$ cat src/rtl/riscv_pkg.sv
// ---------------------------------------------------------------------------
// riscv_pkg : core-wide constants and the instruction word type
// Rev 1.0   : initial release
// ---------------------------------------------------------------------------
`default_nettype none

package riscv_pkg;

  localparam int XLEN = 32;
  localparam logic [XLEN-1:0] NOP_WORD = 32'h0000_0013;
  localparam logic [XLEN-1:0] RESET_PC = 32'h0000_0000;

  typedef logic [XLEN-1:0] instr_t;

endpackage

`default_nettype wire

$ cat src/rtl/sync_fifo.sv
// ---------------------------------------------------------------------------
// sync_fifo : single-clock FIFO with occupancy count and synchronous clear
// Rev 1.0   : initial release
// ---------------------------------------------------------------------------
`default_nettype none

module sync_fifo #(
  parameter int WIDTH = 32,
  parameter int DEPTH = 8,
  localparam int AW = $clog2(DEPTH),
  localparam int CW = AW + 1
) (
  input  logic             clk,
  input  logic             rst_n,
  input  logic             clear,
  input  logic             push,
  input  logic             pop,
  input  logic [WIDTH-1:0] wr_data,
  output logic [WIDTH-1:0] rd_data,
  output logic [CW-1:0]    count,
  output logic             full,
  output logic             empty
);

  localparam logic [CW-1:0] FULL_CNT = CW'(DEPTH);

  logic [WIDTH-1:0] mem [DEPTH];
  logic [AW-1:0]    wr_ptr;
  logic [AW-1:0]    rd_ptr;
  logic             push_ok;
  logic             pop_ok;

  assign full    = (count == FULL_CNT);
  assign empty   = (count == '0);
  assign push_ok = push && !full && !clear;
  assign pop_ok  = pop && !empty && !clear;
  assign rd_data = mem[rd_ptr];

  // Storage needs no reset: empty gates every read.
  always_ff @(posedge clk) begin
    if (push_ok) begin
      mem[wr_ptr] <= wr_data;
    end
  end

  always_ff @(posedge clk or negedge rst_n) begin
    if (!rst_n) begin
      wr_ptr <= '0;
      rd_ptr <= '0;
      count  <= '0;
    end else if (clear) begin
      wr_ptr <= '0;
      rd_ptr <= '0;
      count  <= '0;
    end else begin
      if (push_ok) begin
        wr_ptr <= wr_ptr + AW'(1);
      end
      if (pop_ok) begin
        rd_ptr <= rd_ptr + AW'(1);
      end
      case ({push_ok, pop_ok})
        2'b10:   count <= count + CW'(1);
        2'b01:   count <= count - CW'(1);
        default: count <= count;
      endcase
    end
  end

endmodule

`default_nettype wire

$ cat src/rtl/instr_issue_queue.sv
// ---------------------------------------------------------------------------
// instr_issue_queue : instruction prefetch queue feeding the core InsR input
// Rev 1.0           : initial release
// ---------------------------------------------------------------------------
`default_nettype none

module instr_issue_queue #(
  parameter int              XLEN     = riscv_pkg::XLEN,
  parameter int              DEPTH    = 8,
  parameter logic [XLEN-1:0] NOP_WORD = riscv_pkg::NOP_WORD,
  parameter logic [XLEN-1:0] RESET_PC = riscv_pkg::RESET_PC,
  localparam int             CW       = $clog2(DEPTH) + 1
) (
  input  logic            clk,
  input  logic            rst_n,
  input  logic            wr_valid,
  output logic            wr_ready,
  input  logic [XLEN-1:0] wr_data,
  input  logic            stall,
  input  logic            flush,
  input  logic [XLEN-1:0] flush_pc,
  output logic [XLEN-1:0] ins_r,
  output logic            ins_valid,
  output logic [XLEN-1:0] ins_pc,
  output logic [CW-1:0]   count
);

  logic [XLEN-1:0] head;
  logic [XLEN-1:0] next_pc;
  logic            fifo_full;
  logic            fifo_empty;
  logic            push;
  logic            pop;

  assign wr_ready = !fifo_full && !flush;
  assign push     = wr_valid && wr_ready;
  assign pop      = !flush && !stall && !fifo_empty;

  sync_fifo #(
    .WIDTH (XLEN),
    .DEPTH (DEPTH)
  ) u_fifo (
    .clk     (clk),
    .rst_n   (rst_n),
    .clear   (flush),
    .push    (push),
    .pop     (pop),
    .wr_data (wr_data),
    .rd_data (head),
    .count   (count),
    .full    (fifo_full),
    .empty   (fifo_empty)
  );

  // Flush outranks stall; ins_pc is left as-is since it is only meaningful with ins_valid.
  always_ff @(posedge clk or negedge rst_n) begin
    if (!rst_n) begin
      ins_r     <= NOP_WORD;
      ins_valid <= 1'b0;
      ins_pc    <= RESET_PC;
      next_pc   <= RESET_PC;
    end else if (flush) begin
      ins_r     <= NOP_WORD;
      ins_valid <= 1'b0;
      next_pc   <= flush_pc;
    end else if (!stall) begin
      if (!fifo_empty) begin
        ins_r     <= head;
        ins_valid <= 1'b1;
        ins_pc    <= next_pc;
        next_pc   <= next_pc + XLEN'(4);
      end else begin
        ins_r     <= NOP_WORD;
        ins_valid <= 1'b0;
      end
    end
  end

endmodule

`default_nettype wire

$ cat config.mk
export PLATFORM = sky130hd
export DESIGN_NAME = instr_issue_queue
export DESIGN_NICKNAME = d
export VERILOG_FILES = /design/src/rtl/riscv_pkg.sv /design/src/rtl/sync_fifo.sv /design/src/rtl/instr_issue_queue.sv
export SDC_FILE = /design/constraint.sdc
export NUM_CORES = 1
export LEC_CHECK = 0
export BUFFER_PORTS_ARGS = -buffer_cell sky130_fd_sc_hd__buf_2
export CORE_MARGIN = 4
export CORE_UTILIZATION = 63
export DETAILED_ROUTE_END_ITERATION = 10
export PLACE_DENSITY = 0.95
export SLEW_MARGIN = 20
export SYNTH_ARGS = -nofsm -noshare
export SYNTH_HDL_FRONTEND = slang
export SYNTH_SLANG_ARGS = --single-unit
export TNS_END_PERCENT = 100
$ cat constraint.sdc
create_clock -name clk -period 13 [get_ports clk]
set_input_delay 1.3 -clock clk [delete_from_list [all_inputs] [get_ports clk]]
set_output_delay 1.3 -clock clk [all_outputs]
set_load 0.005 [all_outputs]
==> After elaboration in Yosys (flattened, before gate mapping) <==
Memory sizes are Yosys's and may differ from the RTL's.
Cells that the tools add are included.
{ "totals": {"memories": 1, "reg_bits": 107, "ramBits": 256, "output_inout_bits": 70, "wordCells": 56, "in_bits": 69} }
{ "op_classes": {"n_reduce_logical": 18, "n_bitwise": 3, "n_addsub": 5, "n_mux": 17, "n_eq_ne": 5} }
{ "memory_table": {"columns": ["memory", "depth", "width", "read_ports", "rd_clocked_by_memory_dff", "write_ports", "line_no", "text"], "rows": [
  ["u_fifo.mem", 8, 32, 1, 0, 1, "sync_fifo.sv:27", "logic [WIDTH-1:0] mem [DEPTH];"]
]} }
{ "op_table": {"columns": ["operator", "count"], "rows": [
  ["32-bit 2-to-1 mux", 6],
  ["32-bit by 3-bit adder with 32-bit output, second input constant", 1],
  ["3-bit 2-to-1 mux", 4],
  ["1-bit logical AND", 8],
  ["4-bit one-hot mux with 2 select lines", 1],
  ["3-bit by 1-bit adder with 3-bit output, second input constant", 2],
  ["1-bit 2-to-1 mux", 5],
  ["4-bit by 1-bit adder with 4-bit output, second input constant", 1],
  ["4-bit equality test, second input constant", 1],
  ["1-bit logical NOT", 4],
  ["4-bit logical NOT", 1],
  ["4-bit 2-to-1 mux", 1],
  ["2-bit nonzero test", 2],
  ["4-bit by 1-bit subtractor with 4-bit output, second input constant", 1],
  ["1-bit NOT", 3],
  ["3-bit AND reduction", 1],
  ["3-bit nonzero test", 1],
  ["2-bit by 1-bit equality test with 1-bit output, second input constant", 1],
  ["2-bit equality test, second input constant", 1],
  ["2-bit by 1-bit != test with 1-bit output, second input constant", 1],
  ["2-bit != test, second input constant", 1],
  ["2-bit AND reduction", 1]
]} }

==> Longest topological paths before layout <==
Gate-level depths: netlist (run 1).
{ "logic_depth": {"word_depth": 9, "depth_mapped": 10, "mapped_depth_nobuf": 8} }

==> Cells and area by module <==
Synthesis (run 1) repeated with hierarchy kept, for this count alone.
{ "unflattened": {"hier_cells": 858, "area_unflattened_um2": 14416.3} }
{ "by_module_without_submodules": {"columns": ["module", "instances", "seq_area_each_um2", "area_each_um2", "cells_per_inst"], "rows": [
  ["sync_fifo", 1, 7937.6, 10269.8, 448],
  ["instr_issue_queue", 1, 2431.1, 4146.5, 410]
]} }

==> Least setup slack after synthesis (run 1) <==
Ideal clock, no wire load.
{ "synth_timing": {"path_kind": "input-to-reg", "start": "input wr_valid", "end": "memory u_fifo.mem[0][0] (enable)", "required_ns": 12.499, "path_buffers": 0, "path_slack_ns": 7.701, "path_stages": 3, "arrival_ns": 4.797, "path_cell_list": "nor2b_1 nand2_1 nor4_1"} }
{ "synth_via": {"elab_chain_cells": 5} }
{ "synth_lines": {"columns": ["element", "line_no", "text"], "rows": [
  ["start, declared", "instr_issue_queue.sv:16", "input logic wr_valid,"],
  ["1-bit logical AND", "instr_issue_queue.sv:36", "assign push = wr_valid && wr_ready;"],
  ["1-bit logical AND (2 in series)", "sync_fifo.sv:35", "assign push_ok = push && !full && !clear;"],
  ["1-bit 2-to-1 mux", "sync_fifo.sv:41", "if (push_ok) begin"],
  ["1-bit 2-to-1 mux (not written as such)", "sync_fifo.sv:42", "mem[wr_ptr] <= wr_data;"],
  ["end, declared", "sync_fifo.sv:27", null]
]} }
No other way between the ends.

==> Worst setup path in the final report (run 1) <==
{ "layout_timing": {"start": "input flush", "end": "register u_fifo.count[3]"} }
{ "layout_via": {"elab_chain_cells": 8, "elab_cells_between_ends": 14, "classes_between": "eq/ne: 2; mux: 2; reduce/logical: 10"} }
{ "layout_lines": {"columns": ["element", "line_no", "text"], "rows": [
  ["start, declared", "instr_issue_queue.sv:20", "input logic flush,"],
  ["1-bit logical NOT", null, null],
  ["1-bit logical AND, on equally long branches", "instr_issue_queue.sv:37, instr_issue_queue.sv:35", null],
  ["1-bit logical AND, on equally long branches", "instr_issue_queue.sv:37, instr_issue_queue.sv:36", null],
  ["1-bit logical AND, on equally long branches (2 in series)", "sync_fifo.sv:36, sync_fifo.sv:35", null],
  ["2-bit by 1-bit equality test with 1-bit output or 2-bit equality test (tied branches)", "sync_fifo.sv:62", "case ({push_ok, pop_ok})"],
  ["4-bit one-hot mux with 2 select lines", "sync_fifo.sv:62", null],
  ["4-bit 2-to-1 mux", "sync_fifo.sv:51", "end else if (clear) begin"],
  ["end signal, assigned", "sync_fifo.sv:63", "2'b10: count <= count + CW'(1);"],
  ["end signal, assigned", "sync_fifo.sv:64", "2'b01: count <= count - CW'(1);"],
  ["end signal, assigned", "sync_fifo.sv:65", "default: count <= count;"],
  ["end, declared", "sync_fifo.sv:20", "output logic [CW-1:0] count,"]
]} }
Parallel ways exist; a longest one is shown, timed or not.
A chain may end at the register's enable or synchronous reset.

==> impl.org, run 1 <==
** Status
- Result of the run :: finished, final reports clean

** CTS
- Number of setup buffers added after CTS :: 0
- Total clock buffers created by CTS :: 36
- Root buffer selected by CTS :: sky130_fd_sc_hd__clkbuf_16
- Clock latency on the worst-skew pair :: 540 ps
- CTS Sinks :: 363
- TritonCTS built the clock tree.
- Number of instances resized during post-cts repair :: 0
- Number of levels in the clock H-tree :: 2
- CTS Buffer Depth :: 3
- Post-CTS Hold Fix Bufs :: 0
- Clock-pin slew reported for the worst setup and hold paths after clock tree synthesis :: 60 ps

** Timing
- Setup repair after global routing missed its margin :: false
- Share of the clock period used by the worst path after layout :: 28.8%
- Post-Route Setup TNS :: 0 ps
- Fin Clk Skew :: 29.9 ps
- Setup slack closes at 9260 ps.
- For the pin with the worst max-slew slack, the measured transition is 942 ps.
- Normalized max-slew margin :: 37.2%
- Number of hold violations in the final report :: 0
- For this run, the top clock speed supported by timing is 0.267 GHz.
- Setup violations remaining at the end of the flow were counted as 0.
- Shortest period the worst path allows :: 3740 ps
- The final max-slew violation count came to 0.

** Setup path
- On the worst path, the slowest cell contributes a delay of 660 ps.
- Data arrival time of the critical path :: 4180 ps
- Worst path cell trace :: buf_2 -> inv_2 -> nand3_2 -> nor2_1 -> ha_1 -> a31oi_1 -> o41ai_1 -> or3b_1 -> a31oi_1
- STA classifies the critical path startpoint as a primary input.
- STA classifies the critical path endpoint as a flip-flop.
- Among cell families on the critical path, the largest total delay comes from buffers and inverters.
- Worst setup path class :: primary input to flip-flop
- Buffers & Inverters on Critical Path :: 2
- In this run the register-to-register setup slack is 9960 ps.
- Worst Path Required :: 13,440 ps
- Crit path max-delay cell type :: sky130_fd_sc_hd__buf_2
- In this run the worst path has a maximum fanout of 50.
- Top cell by count, worst path :: sky130_fd_sc_hd__a31oi_1

** Floorplanning
- Width of the chip :: 160 um
- The die covers 0.0255 mm2.
- In this run the count of I/O pins placed on the die edge is 139.
- Row Count :: 55
- Starting utilization of the core area :: 64.0%
- The die is 160 um tall.
- The floorplan step defined a core boundary enclosing 0.0226 mm2.

** Synthesis
- Average cell area after synthesis :: 15.9 um2
- After synthesis the netlist holds a flip-flop and latch count of 363.
- Yosys top cell area share :: 53.0%
- After synthesis the cells add up to 0.0145 mm2.
- For this run, the leading register cell type out of synthesis is sky130_fd_sc_hd__edfxtp_1.
- Sequential cells were found to cover 71.5% of the synthesized design area.
- The number of nets handed over by synthesis was 985.
- Counting flops with a built-in enable in the synthesized netlist gives 256.
- Leading cell types by total area after synthesis :: sky130_fd_sc_hd__edfxtp_1 53%, sky130_fd_sc_hd__dfrtp_1 18%, sky130_fd_sc_hd__mux4_2 9.9%
- Yosys warns :: 0
- Synthesis instantiated 52 different standard cells from the library.
- Share of flip-flops with an asynchronous set or reset after synthesis :: 29.5%
- Of all cell types, the one taking the most synthesized area is sky130_fd_sc_hd__edfxtp_1.
- Syn Inst Count :: 911

** Routing
- Before antenna repair, the detailed router went through 7 iterations.
- Summed over all layers, the routed wires come to 35,000 um.
- In the routed layout, each cell is associated on average with a via count of 6.57.
- Post-route ant nets :: 0
- Summing over every cut layer, the via total after detailed routing is 9,003.
- In the routed design, unresolved DRC markers number 0.
- In this run, the number of DRC markers left after iteration 0 of detailed routing was 1,154.
- WL/cell :: 25.6 um

** Layout
- Most frequent cells in the layout :: 256 x sky130_fd_sc_hd__edfxtp_1, 148 x sky130_fd_sc_hd__nand2_1, 137 x sky130_fd_sc_hd__buf_2
- The net count of the finished layout is 1,128.
- Area growth from synthesis to layout :: 15.9%
- The finished cells cover 0.0168 mm2.
- In the final layout, the share of cells above drive strength 1 is 27.7%.
- Commonest non-fill, non-tap cell in the layout :: sky130_fd_sc_hd__edfxtp_1
- Excluding fillers, the count of instances in the completed layout stands at 1,370.

** Power and ir drop
- Dividing total power by cell area gives a power density of 177 mW/mm2.
- Summed over all cells, the static leakage comes to 6.11 nW.
- VDD IR max :: 197 uV

** Placement
- Post-Place Worst Slack :: 8900 ps
- The placed instances occupy a cell area of 0.0155 mm2.
- Input/output buffers :: 138
- After legalization and detailed placement, the total HPWL measured 19,200 um.
- After detailed placement, the design holds a cell count of 1,298.
- Routability-driven placement finished with a final weighted congestion of 0.858.

** Global routing
- Entering global routing, the biggest net connects 67 pins.
- Wire length of the first global-routing pass :: 52,200 um
- Via count of the first global-routing pass :: 8,836
- Overall track demand over capacity in global routing :: 26.7%
- After global routing the overflow that remains totals 0.
- Antenna violations before repair :: 6

** Min path
- Worst hold path type :: flip-flop to flip-flop

** Flow run
- The tool flagged a number of max-cap violations equal to 0.
==> cell usage after synthesis, drive strengths merged (7+ instances only) <==
cell,n
edfxtp,256
nand2,148
dfrtp,104
mux4,64
o21ai,48
nor2,38
mux2i,33
clkbuf,26
buf,24
a31oi,19
or4,15
nand3,13
o31ai,13
nand4,10
nor3,10
xnor2,10
nor4,7
==> layout make-up <==
| type | instances | area [um2] |
|---|---|---|
| antenna | 4 | 10.0 |
| tap | 285 | 357 |
| multi-input combinational | 492 | 3960 |
| inverter | 6 | 22.5 |
| clock inverter | 17 | 230 |
| sequential | 363 | 10400 |
| timing repair buffer | 155 | 881 |
| fill | 1197 | 5840 |
| clock buffer | 48 | 966 |
==> tightest hold or removal path, stage by stage (launching register included) <==
cell and delay, ps:
sky130_fd_sc_hd__dfrtp_1 340, sky130_fd_sc_hd__nand2_1 50, sky130_fd_sc_hd__nand2_1 50
==> report_power, final <==
group	internal [W]	total [W]	switching, W
clock network	0.000611	0.00105	0.000441
logic	0.000230	0.000494	0.000264
registers	0.00134	0.00143	0.0000855
==> path summary, 6_finish.rpt <==
path                       cells after the start             from          endpoint
min in group asynchronous                      1            rst_n        ins_pc[31]
max reg2reg                                    8  u_fifo.count[2]   u_fifo.count[3]
max in group asynchronous                      2            rst_n  u_fifo.rd_ptr[2]
min reg2reg                                    2       ins_pc[24]        ins_pc[24]
max                                            9            flush   u_fifo.count[3]
min                                            2       ins_pc[24]        ins_pc[24]
==> state kept, by name, summed over array words and instances, names as in the netlist <==
register       flops
ins_valid          1
u_fifo.rd_ptr      3
u_fifo.wr_ptr      3
next_pc           32
ins_pc            32
u_fifo.count       4
ins_r             32
u_fifo.mem       256
==> stage by stage <==
stage,power [W],hold WS [ps],utilization (%)
2_1_floorplan,0.00174,435,-
3_3_place_gp,0.00190,443,68.5
3_5_place_dp,0.00193,458,68.5
4_1_cts,0.00298,472,73.8
5_1_grt,0.00309,484,74.2
6_report,0.00298,468,74.2
==> logic make-up (layout without fill, tap and decap cells) <==
group	count (synthesis)	in the layout	synth area share, %
flip-flops	363	363	71.5
AND/OR/NAND/NOR	273	273	8.89
AO/OA/AOI/OAI	101	101	4.35
multiplexers	99	99	12.4
buffers and inverters	56	226	1.59
XOR/XNOR	14	14	0.846
adder cells (fa/ha/maj)	5	5	0.432
other	0	4	0
==> metal layers <==
metal,GRT usage [%],share of wire (%),up-vias
met2,46.0,52,530
met1,34.8,37,4570
li1,-,-,3791
met4,9.43,3.8,4
met5,0,0.057,-
met3,5.03,7.3,108
Power figures use the tool's default switching activity.
==> run 2: changes to the inputs <==
Settings changed: CORE_UTILIZATION 63 to 59, PLACE_DENSITY 0.95 to 0.9.
Clock period 13 ns to 3.7 ns, I/O delays scaled along.
==> impl.org, run 2 (same netlist as run 1, synthesis figures left out) <==
** Floorplanning
- The number of placement rows was 57 (was 55).
- Area of the core :: 0.0242 mm2 (was 0.0226 mm2)
- Width of the chip :: 165 um (was 160 um)
- I/O pin cnt :: 139 (unchanged)
- Die height :: 165 um (was 160 um)
- The initial core utilization was 59.8% (was 64.0%).
- The total die area is 0.0271 mm2 (was 0.0255 mm2).

** CTS
- The insertion delay of the later-clocked pin in the worst-skew pair was 530 ps (was 540 ps).
- Post-CTS Hold Fix Bufs :: 1 (was 0)
- Clock tree from TritonCTS :: yes (unchanged)
- CTS Buffer Depth :: 3 (unchanged)
- Total clock buffers created by CTS :: 36 (unchanged)
- Number of setup buffers added after CTS :: 0 (unchanged)
- Root buffer selected by CTS :: sky130_fd_sc_hd__clkbuf_16 (unchanged)
- The CTS H-tree depth is 2 (unchanged).
- Number of instances resized during post-cts repair :: 0 (unchanged)
- The register clock-pin slew on the reported worst setup and hold paths is 60 ps (about the same).
- CTS Sinks :: 363 (unchanged)

** Placement
- DPL Wire Length :: 19,200 um (about the same)
- The placement-stage worst setup slack was 967 ps (was 8900 ps).
- Final weighted congestion in routability-driven placement :: 0.824 (was 0.858)
- The count of port buffers added during placement is 138 (unchanged).
- Post-placement cell area :: 0.0157 mm2 (was 0.0155 mm2)

** Setup path
- The worst endpoint data arrival time came to 3230 ps (was 4180 ps).
- The critical path class was flip-flop to flip-flop (was primary input to flip-flop).
- Number of cells on the worst reg-to-reg path :: 8 (unchanged)
- The startpoint class of the critical path is a flip-flop (was primary input).
- Crit-path max FO :: 7 (was 50)
- Sort of element at the end of the critical path :: flip-flop (unchanged)
- Source of the worst register-to-register timing path :: u_fifo.count[2] (unchanged)
- Capture instance of the worst register-to-register path :: u_fifo.count[3] (unchanged)
- Worst Path Required :: 4150 ps (was 13,440 ps)
- The setup slack of the worst register-to-register path came to 920 ps (was 9960 ps).

** Layout
- Net count reported at finish :: 1,132 (was 1,128)
- Proportion of layout cells with a drive suffix above 1 :: 27.6% (was 27.7%)
- Commonest non-fill, non-tap cell in the layout :: sky130_fd_sc_hd__edfxtp_1 (unchanged)
- Total area of multi-input combinational cells :: 0.00397 mm2 (was 0.00396 mm2)
- The flip-flop and latch area was 0.0104 mm2 (unchanged).
- Area growth from synthesis to layout :: 16.6% (was 15.9%)
- The total non-filler cell area in the finished layout was 0.0169 mm2 (was 0.0168 mm2).
- Filler cell count in the final layout :: 1,569 (was 1,197)
- Flip-flop count of the largest register after layout :: 256 (unchanged)
- Most frequent cells in the layout: 256 x sky130_fd_sc_hd__edfxtp_1, 148 x sky130_fd_sc_hd__nand2_1, 137 x sky130_fd_sc_hd__buf_2 (unchanged).
- Register containing the most flip-flops in the final layout :: u_fifo.mem (unchanged)

** Routing
- WL/cell :: 22.8 um (was 25.6 um)
- The residual DRC count came to 0 (unchanged).
- Final routed wirelength across all metal layers :: 32,200 um (was 35,000 um)
- Iter 0 DRT Violations :: 918 (was 1,154)
- Via/cell ratio :: 6.15 (was 6.57)
- Post-route ant nets :: 0 (unchanged)
- The number of detailed-route iterations in the first pass is 5 (was 7).
- The total via count in the routed design was 8,691 (was 9,003).

** Min path
- Launch point of the worst hold path :: flush_pc[2] (was ins_pc[24])
- Worst min-delay path endpoint :: next_pc[2] (was ins_pc[24])
- Number of cells traversed by the worst hold path :: 3 (was 2)
- Worst hold path type :: primary input to flip-flop (was flip-flop to flip-flop)

** Global routing
- The initial antenna violation count is 5 (was 6).
- The overall track demand over capacity in global routing was 24.4% (was 26.7%).
- The residual overflow from global routing is 0 (unchanged).
- Pin count of the biggest net entering global routing :: 66 (was 67)
- The wire length of the first global-routing pass was 50,400 um (was 52,200 um).
- Via count of the first global-routing pass :: 8,687 (was 8,836)

** Timing
- Shortest period the worst path allows :: 2780 ps
- Worst setup slack after layout :: 915 ps (was 9260 ps)
- The max-slew headroom at the worst pin was 41.0% (was 37.2%).
- The final count of hold timing violations came to 0 (unchanged).
- The final setup skew is 14.0 ps (was 29.9 ps).
- The final max-slew violation count is 0 (unchanged).
- Maximum achievable frequency :: 0.359 GHz
- Measured slew at the worst slew-check pin :: 884 ps (was 942 ps)
- Final setup viols :: 0 (unchanged)
- Setup repair after global routing missed its margin: false (unchanged).
- Dividing the final minimum period by the clock period gives 75.3%.
- Post-Route Setup TNS :: 0 ps (unchanged)

** Power and ir drop
- Power density over cell area :: 621 mW/mm2 (was 177 mW/mm2)
- Leakage component of the power :: 6.13 nW (was 6.11 nW)
- The maximum vdd drop was 473 uV (was 197 uV).

** Flow run
- Max-cap violations :: 0 (unchanged)

** Status
- Result of the run: finished, final reports clean (unchanged).
[run 2: changes by cell type in the layout (fill, tap and decap cells not counted), moves of 2 or more]
cell / delta
sky130_fd_sc_hd__clkbuf_8: +2
sky130_fd_sc_hd__buf_12: +3
sky130_fd_sc_hd__buf_16: -3
sky130_fd_sc_hd__clkinvlp_4: +2
sky130_fd_sc_hd__buf_4: +3
sky130_fd_sc_hd__clkinv_4: -3
sky130_fd_sc_hd__clkinv_8: -3
sky130_fd_sc_hd__clkinv_2: -4
sky130_fd_sc_hd__clkbuf_1: +3
sky130_fd_sc_hd__inv_16: +2
[run 2: routing by layer]
metal	vias up	share of wire (%)	GRT usage, %
li1	3807	-	-
met1	4403	39	33.5
met2	406	51	40.9
met3	69	7.5	4.24
met4	6	2.5	7.03
met5	-	0.11	0
[run 2: final cells by class]
cell class              instances  share of cell area (%)
diodes                          3                  0.0444
clock buffers                  54                    6.09
clock inverters                12                    1.18
inverters                       6                   0.133
multi-input cells             492                    23.5
flip-flops and latches        363                    61.4
well taps                     324                    2.40
repair buffers                159                    5.27
[run 2: critical path, stage by stage, from the launching register on]
cell and delay (ps):
sky130_fd_sc_hd__dfrtp_1 450, sky130_fd_sc_hd__or4_1 700, sky130_fd_sc_hd__nand3_2 140, sky130_fd_sc_hd__nor2_1 70
sky130_fd_sc_hd__ha_1 350, sky130_fd_sc_hd__o21ai_0 110, sky130_fd_sc_hd__o41ai_1 510, sky130_fd_sc_hd__o311ai_0 200
sky130_fd_sc_hd__a31oi_1 190
[run 2: worst max path at each step]
stage / slack [ps] / end / cells past startpoint / from
floorplan: 60 / u_fifo.mem[1][0] / 4 / u_fifo.count[3]
global placement: 1140 / u_fifo.count[3] / 8 / u_fifo.count[2]
detailed placement: 970 / u_fifo.count[3] / 8 / u_fifo.count[2]
CTS: 960 / u_fifo.count[3] / 8 / u_fifo.count[2]
global route: 740 / u_fifo.count[3] / 8 / u_fifo.count[2]
finish: 920 / u_fifo.count[3] / 8 / u_fifo.count[2]
[run 2: per-stage QoR]
step / hold WS (ps) / util [%] / instances / total power, W
3_3_place_gp: 445 / 64.6 / 1343 / 0.00673
6_report: 74.4 / 69.7 / 1413 / 0.0105
3_5_place_dp: 457 / 64.6 / 1343 / 0.00681
4_1_cts: 60.1 / 69.7 / 1410 / 0.0106
5_1_grt: 75.0 / 69.7 / 1412 / 0.0110
2_1_floorplan: 74.4 / - / 911 / 0.00613
[run 2: report_power, final]
group	internal, W	total [W]	switching (W)	leakage (nW)
sequential	0.00472	0.00504	0.000318	3.66
combinational	0.000828	0.00170	0.000869	1.88
clock	0.00224	0.00377	0.00153	0.593
==> run 3: changes to the inputs <==
Settings changed: CORE_UTILIZATION 59 to 53, PLACE_DENSITY 0.9 to 0.86.
Clock period 3.7 ns to 2.3 ns, I/O delays scaled along.
==> impl.org, run 3 (same netlist as run 1, synthesis figures left out) <==
** Status
- Result of the run: finished, violations left (was finished, final reports clean).
- Failing checks :: setup timing

** Routing
- The routed length on met1 is 13,200 um (was 12,600 um).
- The average wire per cell in the routed design is 22.8 um (about the same).
- The uppermost signal routing layer after detailed routing is met4 (was met5).
- The detailed router's first-iteration violation count is 975 (was 918).
- The total detailed-routing wirelength was 34,500 um (was 32,200 um).
- The residual antenna-violating net count after detailed routing was 0 (unchanged).
- The number of detailed-route iterations in the first pass was 5 (unchanged).
- DRC violations left :: 0 (unchanged)
- The ratio of routed vias to standard cells was 5.96 (was 6.15).
- The detailed route wirelength on metal2 came to 18,100 um (was 16,400 um).
- Detailed-route via count :: 9,024 (was 8,691)
- Met3 layer wire length in the routed design :: 2490 um (was 2430 um)

** Timing
- Normalized max-slew margin :: 59.9% (was 41.0%)
- Setup repair after global routing missed its margin :: true (was false)
- Share of the clock period used by the worst path after layout :: 101% (was 75.3%)
- The setup slack of the critical path after layout was -12.9 ps (was 915 ps).
- The setup total negative slack is -12.9 ps (was 0 ps).
- The highest clock frequency the design can meet came to 0.432 GHz (was 0.359 GHz).
- Shortest period the worst path allows :: 2310 ps (was 2780 ps)
- The final max-slew violation count was 0 (unchanged).
- The final count of hold timing violations was 0 (unchanged).
- The transition at the pin with the smallest max-transition slack was 601 ps (was 884 ps).
- Final setup viols :: 1 (was 0)
- The final setup skew is 23.5 ps (was 14.0 ps).

** Setup path
- The launch instance of the worst register-to-register path was u_fifo.count[2] (unchanged).
- Sort of element at the end of the critical path :: flip-flop (unchanged)
- The capturing point of the worst reg2reg path is u_fifo.count[3] (unchanged).
- Crit-path max FO :: 2 (was 7)
- Worst Path Required :: 2690 ps (was 4150 ps)
- The worst endpoint data arrival time is 2700 ps (was 3230 ps).
- Worst setup path class :: flip-flop to flip-flop (unchanged)
- Type of element launching the critical path :: flip-flop (unchanged)
- Worst reg-to-reg setup slack :: -10 ps (was 920 ps)
- Number of cells on the worst reg-to-reg path :: 8 (unchanged)

** Min path
- Launch point of the worst hold path :: flush_pc[30] (was flush_pc[2])
- Worst min-delay path endpoint :: next_pc[30] (was next_pc[2])
- Worst hold path type :: primary input to flip-flop (unchanged)
- Number of cells traversed by the worst hold path :: 3 (unchanged)

** Power and ir drop
- The leakage power is 6.60 nW (was 6.13 nW).
- The maximum vdd drop is 916 uV (was 473 uV).
- The total power density per cell area was 966 mW/mm2 (was 621 mW/mm2).

** CTS
- The buffer type at the clock tree root is sky130_fd_sc_hd__clkbuf_16 (unchanged).
- Clock tree from TritonCTS :: yes (unchanged)
- Total clock buffers created by CTS :: 37 (was 36)
- CTS Sinks :: 363 (unchanged)
- CTS Buffer Depth :: 3 (unchanged)
- The insertion delay of the later-clocked pin in the worst-skew pair was 540 ps (was 530 ps).
- The CTS H-tree depth came to 2 (unchanged).
- Clock-pin slew reported for the worst setup and hold paths after clock tree synthesis :: 60 ps (about the same)

** Global routing
- The initial antenna violation count is 0 (was 5).
- Wire length of the first global-routing pass :: 54,600 um (was 50,400 um)
- Pin count of the biggest net entering global routing :: 66 (unchanged)
- The number of global-route vias before repair came to 9,363 (was 8,687).
- The overall track demand over capacity in global routing is 23.1% (was 24.4%).
- Global route overflow :: 0 (unchanged)

** Layout
- Most frequent cells in the layout: 256 x sky130_fd_sc_hd__edfxtp_1, 147 x sky130_fd_sc_hd__nand2_1, 137 x sky130_fd_sc_hd__buf_2 (was 256 x sky130_fd_sc_hd__edfxtp_1, 148 x sky130_fd_sc_hd__nand2_1, 137 x sky130_fd_sc_hd__buf_2).
- The final net count came to 1,218 (was 1,132).
- Proportion of layout cells with a drive suffix above 1 :: 28.6% (was 27.6%)
- Commonest non-fill, non-tap cell in the layout :: sky130_fd_sc_hd__edfxtp_1 (unchanged)
- The layout overhead on the synthesized area is 24.4% (was 16.6%).
- Diodes inserted :: 0 (was 3)
- Flip-flop count of the largest register after layout :: 256 (unchanged)
- Filler-free cell count of the finished design :: 1,513 (was 1,413)
- Register containing the most flip-flops in the final layout :: u_fifo.mem (unchanged)

** Floorplanning
- The vertical extent of the die was 173 um (was 165 um).
- I/O pin cnt :: 139 (unchanged)
- Row Count :: 60 (was 57)
- Area of the die :: 0.0301 mm2 (was 0.0271 mm2)
- The initial core utilization is 53.8% (was 59.8%).
- Area of the core :: 0.0270 mm2 (was 0.0242 mm2)
- The die extent in x came to 173 um (was 165 um).

** Placement
- The instance count after placement with tap cells included was 1,378 (was 1,343).
- DPL Wire Length :: 19,500 um (was 19,200 um)
- The final weighted congestion in routability-driven placement came to 0.909 (was 0.824).
- The count of port buffers added during placement is 138 (unchanged).

** Flow run
- Max-cap violations :: 0 (unchanged)
run 3: cell types whose count changed in the layout (fill, tap and decap cells not counted), moves of 3 or more:
cell / delta
sky130_fd_sc_hd__clkinv_1: +4
sky130_fd_sc_hd__buf_12: +15
sky130_fd_sc_hd__clkbuf_1: -7
sky130_fd_sc_hd__clkinv_2: +3
sky130_fd_sc_hd__nor3_2: -4
sky130_fd_sc_hd__dfrtp_2: +3
sky130_fd_sc_hd__diode_2: -3
sky130_fd_sc_hd__dlygate4sd3_1: +63
sky130_fd_sc_hd__buf_4: +5
sky130_fd_sc_hd__nor3_4: +4
run 3: worst max path at each step:
stage / from / endpoint / slack (ps) / cells past startpoint
global placement: u_fifo.count[0] / u_fifo.count[3] / -50 / 8
detailed placement: u_fifo.count[0] / u_fifo.count[3] / -180 / 8
floorplan: u_fifo.count[3] / u_fifo.mem[7][0] / -490 / 4
global route: u_fifo.count[2] / u_fifo.count[3] / -100 / 8
finish: u_fifo.count[2] / u_fifo.count[3] / -10 / 8
CTS: u_fifo.count[2] / u_fifo.count[3] / -40 / 9
run 3: worst max-delay path, stage by stage, from the launching register on:
cell and delay [ps]:
sky130_fd_sc_hd__dfrtp_2 410, sky130_fd_sc_hd__or4_4 560, sky130_fd_sc_hd__nand3_4 110, sky130_fd_sc_hd__nor2_4 50
sky130_fd_sc_hd__ha_4 290, sky130_fd_sc_hd__a31oi_4 90, sky130_fd_sc_hd__or4_1 420, sky130_fd_sc_hd__o311ai_1 120
sky130_fd_sc_hd__a31oi_1 130
run 3: metal layers:
layer / vias up / GRT usage (%)
li1: 3986 / -
met1: 4576 / 30.4
met2: 412 / 40.4
met3: 50 / 4.36
met4: 0 / 5.59
met5: - / 0
run 3: area by class of cell:
| cell class | count | area [um2] |
|---|---|---|
| Multi-Input combinational cell | 492 | 4080 |
| Clock inverter | 19 | 221 |
| Tap cell | 341 | 427 |
| Timing Repair Buffer | 244 | 1880 |
| Fill cell | 1689 | 8910 |
| Clock buffer | 48 | 1030 |
| Inverter | 6 | 22.5 |
| Sequential cell | 363 | 10400 |
run 3: power by group:
part	switching, W	internal (W)
Sequential	0.000417	0.00760
Clock	0.00248	0.00364
Combinational	0.00165	0.00164
Total	0.00455	0.0129
run 3: stage by stage:
stage          cell area [um2]  power, W  worst slack [ps]  utilization, %  hold slack (ps)
4_1_cts                  18000    0.0175             -39.6            66.8             34.1
5_1_grt                  18000    0.0182             -98.6            66.9             61.1
6_report                 18000    0.0174             -12.9            66.9             64.6
3_3_place_gp             16000    0.0111             -54.1            59.5              270
3_5_place_dp             16000    0.0112              -176            59.5              274
2_1_floorplan            14600   0.00990              -493               -            -65.6
run 3: repair_timing:
| action | in CTS | in global routing |
|---|---|---|
| setup endpoints to repair | 1 | 2 |
| gates resized for setup | 10 | 4 |
| hold endpoints to repair | 332 | 0 |
| setup buffers | 3 | 1 |
| pin swaps | 7 | 2 |
| hold buffers | 64 | 0 |
| gates cloned | 0 | 0 |
